==> config.mk <==
export PLATFORM = sky130hd
export DESIGN_NAME = fruit_spawner
export DESIGN_NICKNAME = d
export VERILOG_FILES = /design/src/rtl/fruit_spawner.sv
export SDC_FILE = /design/constraint.sdc
export NUM_CORES = 1
export LEC_CHECK = 0
export ABC_AREA = 1
export BUFFER_PORTS_ARGS = -buffer_cell sky130_fd_sc_hd__buf_2
export CORE_AREA = 2 2 100 102
export CTS_BUF_LIST = sky130_fd_sc_hd__clkbuf_4
export DETAILED_ROUTE_END_ITERATION = 10
export DIE_AREA = 0 0 102 104
export PLACE_DENSITY = 0.73
export SKIP_LAST_GASP = 1
export SYNTH_ARGS = -nofsm -noshare
export SYNTH_HDL_FRONTEND = slang
export SYNTH_SLANG_ARGS = --single-unit
==> constraint.sdc <==
create_clock -name clk -period 3.1 [get_ports clk]
set_input_delay 0.62 -clock clk [delete_from_list [all_inputs] [get_ports clk]]
set_output_delay 0.62 -clock clk [all_outputs]
set_load 0.05 [all_outputs]
==> src/rtl/fruit_spawner.sv <==
// Fruit placement for the snake game: picks a random free grid cell from a free-running LFSR,
// holds the fruit until eaten or expired, then cools down and respawns.
module fruit_spawner #(
  parameter int unsigned CELL_LOG2      = 4,
  parameter int unsigned COLS           = 40,
  parameter int unsigned ROWS           = 30,
  parameter logic [15:0] LFSR_SEED      = 16'hACE1,
  parameter int unsigned LIFETIME_TICKS = 200,
  parameter int unsigned COOLDOWN_TICKS = 3
) (
  input  logic       clk,
  input  logic       reset,
  input  logic       tick,
  input  logic [9:0] snake_x,
  input  logic [8:0] snake_y,
  input  logic       collision,
  input  logic [1:0] fruit_collision_type,
  output logic [9:0] fruit_x,
  output logic [8:0] fruit_y,
  output logic [1:0] fruit_type,
  output logic       fruit_valid,
  output logic [7:0] eaten_count,
  output logic       expired
);

  typedef enum logic [1:0] {StEmpty, StPick, StActive, StCooldown} state_e;

  localparam logic [9:0]  ParkX = 10'h3FF;
  localparam logic [8:0]  ParkY = 9'h1FF;
  localparam logic [15:0] LifeLoad = 16'(LIFETIME_TICKS);
  localparam logic [15:0] CoolLoad = 16'(COOLDOWN_TICKS);

  state_e      r_state, w_state_next;
  logic [15:0] r_lfsr, w_lfsr_next;
  logic [9:0]  r_fruit_x, w_fruit_x_next;
  logic [8:0]  r_fruit_y, w_fruit_y_next;
  logic [1:0]  r_fruit_type, w_fruit_type_next;
  logic [7:0]  r_eaten, w_eaten_next;
  logic        r_expired, w_expired_next;
  logic [15:0] r_life, w_life_next;
  logic [15:0] r_cool, w_cool_next;

  logic [5:0]  w_col;
  logic [4:0]  w_row;
  logic [9:0]  w_cand_x;
  logic [8:0]  w_cand_y;
  logic [1:0]  w_cand_type;
  logic        w_accept;
  logic        w_eat;

  // Fibonacci LFSR, taps 16,14,13,11; advances every clock.
  assign w_lfsr_next = {r_lfsr[14:0], r_lfsr[15] ^ r_lfsr[13] ^ r_lfsr[12] ^ r_lfsr[10]};

  // Candidate cell drawn from the current LFSR value.
  assign w_col       = r_lfsr[5:0];
  assign w_row       = r_lfsr[10:6];
  assign w_cand_x    = 10'(w_col) << CELL_LOG2;
  assign w_cand_y    = 9'(w_row) << CELL_LOG2;
  assign w_cand_type = (r_lfsr[12:11] == 2'b00) ? 2'b01 : r_lfsr[12:11];
  assign w_accept    = (32'(w_col) < COLS) && (32'(w_row) < ROWS) &&
                       !((w_cand_x == snake_x) && (w_cand_y == snake_y));

  assign w_eat = collision && (fruit_collision_type == r_fruit_type);

  // Next-state and registered-output logic.
  always_comb begin
    w_state_next      = r_state;
    w_fruit_x_next    = r_fruit_x;
    w_fruit_y_next    = r_fruit_y;
    w_fruit_type_next = r_fruit_type;
    w_eaten_next      = r_eaten;
    w_expired_next    = 1'b0;
    w_life_next       = r_life;
    w_cool_next       = r_cool;
    unique case (r_state)
      StEmpty: w_state_next = StPick;
      StPick: begin
        if (w_accept) begin
          w_fruit_x_next    = w_cand_x;
          w_fruit_y_next    = w_cand_y;
          w_fruit_type_next = w_cand_type;
          w_life_next       = LifeLoad;
          w_state_next      = StActive;
        end
      end
      StActive: begin
        // Eating takes priority over expiry in the same clock.
        if (w_eat) begin
          if (r_eaten != 8'hFF) w_eaten_next = r_eaten + 8'd1;
          w_fruit_x_next    = ParkX;
          w_fruit_y_next    = ParkY;
          w_fruit_type_next = 2'b00;
          w_cool_next       = CoolLoad;
          w_state_next      = StCooldown;
        end else if (tick) begin
          if (r_life <= 16'd1) begin
            w_life_next       = 16'd0;
            w_expired_next    = 1'b1;
            w_fruit_x_next    = ParkX;
            w_fruit_y_next    = ParkY;
            w_fruit_type_next = 2'b00;
            w_cool_next       = CoolLoad;
            w_state_next      = StCooldown;
          end else begin
            w_life_next = r_life - 16'd1;
          end
        end
      end
      StCooldown: begin
        if (r_cool == 16'd0) begin
          w_state_next = StPick;
        end else if (tick) begin
          w_cool_next = r_cool - 16'd1;
          if (r_cool == 16'd1) w_state_next = StPick;
        end
      end
      default: w_state_next = StEmpty;
    endcase
  end

  // State and output registers with asynchronous reset.
  always_ff @(posedge clk or posedge reset) begin
    if (reset) begin
      r_state      <= StEmpty;
      r_lfsr       <= LFSR_SEED;
      r_fruit_x    <= ParkX;
      r_fruit_y    <= ParkY;
      r_fruit_type <= 2'b00;
      r_eaten      <= 8'd0;
      r_expired    <= 1'b0;
      r_life       <= 16'd0;
      r_cool       <= 16'd0;
    end else begin
      r_state      <= w_state_next;
      r_lfsr       <= w_lfsr_next;
      r_fruit_x    <= w_fruit_x_next;
      r_fruit_y    <= w_fruit_y_next;
      r_fruit_type <= w_fruit_type_next;
      r_eaten      <= w_eaten_next;
      r_expired    <= w_expired_next;
      r_life       <= w_life_next;
      r_cool       <= w_cool_next;
    end
  end

  assign fruit_x     = r_fruit_x;
  assign fruit_y     = r_fruit_y;
  assign fruit_type  = r_fruit_type;
  assign fruit_valid = (r_state == StActive);
  assign eaten_count = r_eaten;
  assign expired     = r_expired;

endmodule

-- Word-level counts from Yosys, hierarchy flattened
Index checks and enable logic that the tools add are counted.
- register bits: 80
- bits of input ports: 25
- output and inout bits: 31
- add/subtract/negate cells: 3
- order comparisons: 3
- equal/unequal tests: 17
- muxes and demuxes: 39
- bitwise operators: 3
- reduce and logical (&&, ||, !) cells: 15
- operators by type and width (cell ; number):
    16-bit 2-to-1 mux ; 9
    16-bit one-hot mux with 2 select lines ; 2
    10-bit 2-to-1 mux ; 4
    9-bit 2-to-1 mux ; 4
    16-bit by 1-bit subtractor with 16-bit output, second input constant ; 2
    2-bit 2-to-1 mux ; 12
    10-bit one-hot mux with 2 select lines ; 1
    9-bit one-hot mux with 2 select lines ; 1
    16-bit by 1-bit equality test with 1-bit output, second input constant ; 1
    16-bit by 1-bit less-or-equal comparator with 1-bit output, second input constant ; 1
    16-bit logical NOT ; 1
    10-bit equality test ; 1
    2-bit != test, second input constant ; 5
    5-bit AND reduction ; 2
    9-bit equality test ; 1
    8-bit by 1-bit adder with 8-bit output, second input constant ; 1
    8-bit != test, second input constant ; 1
    2-bit one-hot mux with 4 select lines ; 1
    4-bit AND reduction ; 2
    6-bit less-than comparator, second input constant ; 1
    3-bit != test, second input constant ; 2
    5-bit less-than comparator, second input constant ; 1
    2-bit equality test, second input constant ; 2
    1-bit logical AND ; 4
    other kinds (11) ; 18

-- Logic depth before layout (Yosys ltp)
- word-level depth: 6
- mapped depth: 13
- depth with buffers taken out: 12

-- Worst setup path before layout
OpenSTA, ideal clock, no wires.
- path type: flip-flop to flip-flop
- start point: reg r_state[0]
- end point: reg r_life[3]
- arrival: 2.046 ns
- data required time: 2.983 ns
- setup slack: 0.938 ns
- cell stages (with the launch flop): 11
- buffers on the path: 2
- cells stage by stage: dfrtp_1 -> inv_1 -> ha_1 -> buf_2 -> inv_2 -> or2_2 -> nand2_1 -> nand2_2 -> buf_4 -> nand2_1 -> nand2_1
- word-level cells in the longest chain between the ends: 3
- elaborated cells on any way between the ends: 8
- those cells by class: 5 x eq/ne; 1 x mux; 2 x reduce/logical
- RTL lines (item ; RTL line ; RTL):
    start: declaration ; 33 ; state_e r_state, w_state_next;
    start signal: assignment ; 124 ; r_state <= StEmpty;
    start signal: assignment ; 134 ; r_state <= w_state_next;
    2-bit equality test * ; - ;
    net fruit_valid ; 21 ; output logic fruit_valid,
    2-bit != test (no source line) or 2-bit nonzero test (tied branches) ; - ;
    4-bit AND reduction (no source line) ; - ;
    end signal: assignment ; 141 ; r_life <= w_life_next;
    end: declaration ; 40 ; logic [15:0] r_life, w_life_next;
The timed path passes the listed nets; every way through them passes the cells marked *.
A chain may end at the register's enable or synchronous reset.

-- Worst setup path in the final report
- start point: reg r_state[0]
- end point: reg r_cool[15]
- word-level cells in the longest chain between the ends: 3
- elaborated cells on any way between the ends: 9
- those cells by class: 6 x eq/ne; 1 x mux; 2 x reduce/logical
- RTL lines (item ; RTL line ; RTL):
    2-bit equality test ; 75 ; unique case (r_state)
    3-bit by 1-bit != test with 1-bit output (no source line) (tied with other cells) ; - ;
    5-bit AND reduction (no source line) ; - ;
    end signal: assignment ; 142 ; r_cool <= w_cool_next;
    end: declaration ; 41 ; logic [15:0] r_cool, w_cool_next;
Parallel ways exist; a longest one is shown, timed or not.

==> reports/metrics.yaml <==
die:
  core_um2: 9550
  rows: 36
  initial_core_util_pct: 44.3
  io_pins: 56
  chipHeight_um: 104
  die_w_um: 102
  die_area_um2: 10600
logic_synthesis:
  yosysTopAreaCellShare_pct: 31.4
  netlist_top_cells_count: "nand2_1 (204), nor2_1 (78), dfrtp_1 (53), nand3_1 (53), inv_1 (50)"
  syn_area_per_cell_um2: 7.34
  synth_fp_nets: 611
  synthCells: 576
  ys_ff_latch: 73
  synthFlopType: "dfrtp_1"
  yosys.area.top_type: "dfrtp_1"
  ys_warn_count: 0
  yosys.cell_types.count: 28
  async_reset_ff_share_pct: 100
  synth_edf_count: 0
  yosysMostFrequentCell: "nand2_1"
  seq_area_frac_synth_pct: 43.8
  synth_area_um2: 4230
  netlist_top_cells_area: "dfrtp_1 (31%), nand2_1 (18%), dfstp_2 (12%)"
global_routing:
  grt-ovfl-total: 0
  grt_pass1_vias: 3511
  grt_first_pass_wirelength_mm: 15.7
  grt_antenna_before_repair: 0
  grt_usage_pct: 18.1
  grt_max_degree: 39
sta:
  fmax_mhz: 417
  fin_hold_ws_ns: 0.325
  setup_viol: 0
  finClkSkew_ns: 0.0135
  final.setup.tns_ns: 0
  grt_setup_unrepaired: "false"
  layout_min_cycle_time_ns: 2.40
  tightest_slew_ns: 0.759
  slew_headroom_pct: 49.3
  finalMaxSlewViolations: 0
  period_share_pct: 77.4
  hold_viol_final: 0
critical_path:
  critPathTopFamily: "simple AND/OR/NAND/NOR gates"
  cp-end-kind: "flip-flop"
  start_kind: "flip-flop"
  cpPeakStageDelay_ns: 0.45
  path_cells: "inv_1 -> ha_1 -> inv_2 -> nor2_1 -> o21ai_4 -> buf_4 -> nand2_2 -> inv_2 -> nand2_1 -> nand2_1"
  path_class: "reg2reg"
  path_buf_inv: 4
  r2r_slack_ns: 0.70
  cp_data_required_time_ns: 3.42
  worstPathArrival_ns: 2.72
  cp_max_fo: 22
  slowest_stage: "dfrtp_1"
placed_design:
  routabilityCongestion: 0.878
  post-dp-hpwl_mm: 6.64
  placed_area_um2: 4580
  io_buffers: 55
power_and_ir_drop:
  power_mw: 4.56
  p_per_area_nw_per_um2: 967
  p_leak_nw: 2.60
  vdd_drop_max_mv: 0.317
clocking:
  clkLatencyLatePin_ns: 0.42
  hold_buffers: 0
  cts_setup_buffers: 0
  cts_root_buf: "clkbuf_4"
  cts-buffers-inserted: 9
  clockBufferDepth: 2
  cts_resized: 0
  cts_tree: "done"
  clock_sinks: 73
  cts_max_level: 3
  path_clk_slew_ns: 0.13
min_path:
  hold_class: "in2async"
drt:
  wl_per_cell_um: 11.9
  viasPerCell: 4.73
  ant_nets: 0
  vias: 3606
  routed_wl_mm: 9.07
  drc: 0
  drt-pass1-iter-count: 4
  drtIter0Drc: 125
finish:
  layout-drive-gt1-share_pct: 17.5
  fin_area_um2: 4720
  fin_util_pct: 49.4
  fin_nets: 660
  syn2layout_area_growth_pct: 11.5
  antenna_cells: 0
flow_run:
  cap_violations: 0
run_status:
  run_status: "completed"
-- where the power goes --
group	internal, mW	leakage [nW]	switching, mW
clock	0.246	0.0777	0.358
sequential	1.22	0.918	0.238
combinational	0.754	1.60	1.75
-- through the flow --
step           setup WS [ns]  std cells
2_1_floorplan          0.660        576
3_3_place_gp           0.839        747
3_5_place_dp           0.687        747
4_1_cts                0.682        763
5_1_grt                0.498        763
6_report               0.701        763
-- layout make-up --
| class | instances | area [um^2] |
|---|---|---|
| Tap cell | 133 | 166 |
| Clock inverter | 7 | 70.1 |
| Inverter | 56 | 210 |
| Timing Repair Buffer | 58 | 310 |
| Sequential cell | 73 | 1850 |
| Clock buffer | 9 | 67.6 |
| Multi-Input combinational cell | 427 | 2040 |
| Fill cell | 961 | 4830 |
-- flip-flops by register name (all words and copies together) (netlist names) --
name / cells
r_cool: 16
r_lfsr: 16
r_life: 16
eaten_count: 8
fruit_x: 7
fruit_y: 5
fruit_type: 2
r_state: 2
expired: 1
-- per-layer routing --
layer  vias to the layer above  wire length, um  global-route usage (%)
li1                       1858                -                       -
met5                         -                0                       0
met4                         0              110                    5.33
met2                        76             4270                    29.7
met3                        11              429                    3.49
met1                      1661             4250                    24.1
-- worst reg2reg max path: stages, from the launching register on --
cell,delay [ns]
dfrtp_1,0.45
inv_1,0.08
ha_1,0.37
inv_2,0.23
nor2_1,0.23
o21ai_4,0.07
buf_4,0.20
nand2_2,0.34
inv_2,0.19
nand2_1,0.11
nand2_1,0.05
-- kinds of logic (layout without fill, tap and decap cells) --
kind of cell | Yosys count | count (layout) | synth area share (%)
flops | 73 | 73 | 43.8
buf+inv | 76 | 130 | 7.96
compound gates | 17 | 17 | 2.40
xor+xnor | 37 | 37 | 7.66
fa+ha+maj | 10 | 10 | 2.96
simple gates | 363 | 363 | 35.2
-- worst paths after layout --
check | from | to | depth (start not counted)
min in group clk | r_lfsr[14] | r_lfsr[15] | 0
min | reset | r_life[10] | 2
min reg2reg | r_lfsr[14] | r_lfsr[15] | 0
max in group asynchronous | reset | fruit_x[5] | 3
max | r_state[0] | r_cool[15] | 10
max reg2reg | r_state[0] | r_cool[15] | 10
-- layout by cell type, fill, tap and decap left out, types with 2 or more instances in the layout --
cell / synthesis / layout
nor2_1: 78 / 78
o21ai_1: 5 / 5
clkinv_2: 0 / 2
o21ai_0: 4 / 4
o21bai_1: 2 / 2
xnor2_1: 16 / 16
ha_1: 10 / 10
nand4_1: 5 / 5
buf_2: 8 / 55
nor3_1: 11 / 11
xor2_1: 21 / 21
nand2_1: 204 / 204
dfstp_2: 20 / 20
clkbuf_4: 0 / 9
clkinv_4: 0 / 2
a21oi_1: 5 / 5
dfrtp_1: 53 / 53
inv_1: 50 / 49
nor2_2: 2 / 2
clkinv_1: 1 / 2
buf_4: 9 / 2
inv_2: 5 / 6
nand3_1: 53 / 53
or2_2: 4 / 4
nand2_2: 3 / 3
(Power assumes the default switching activity.)
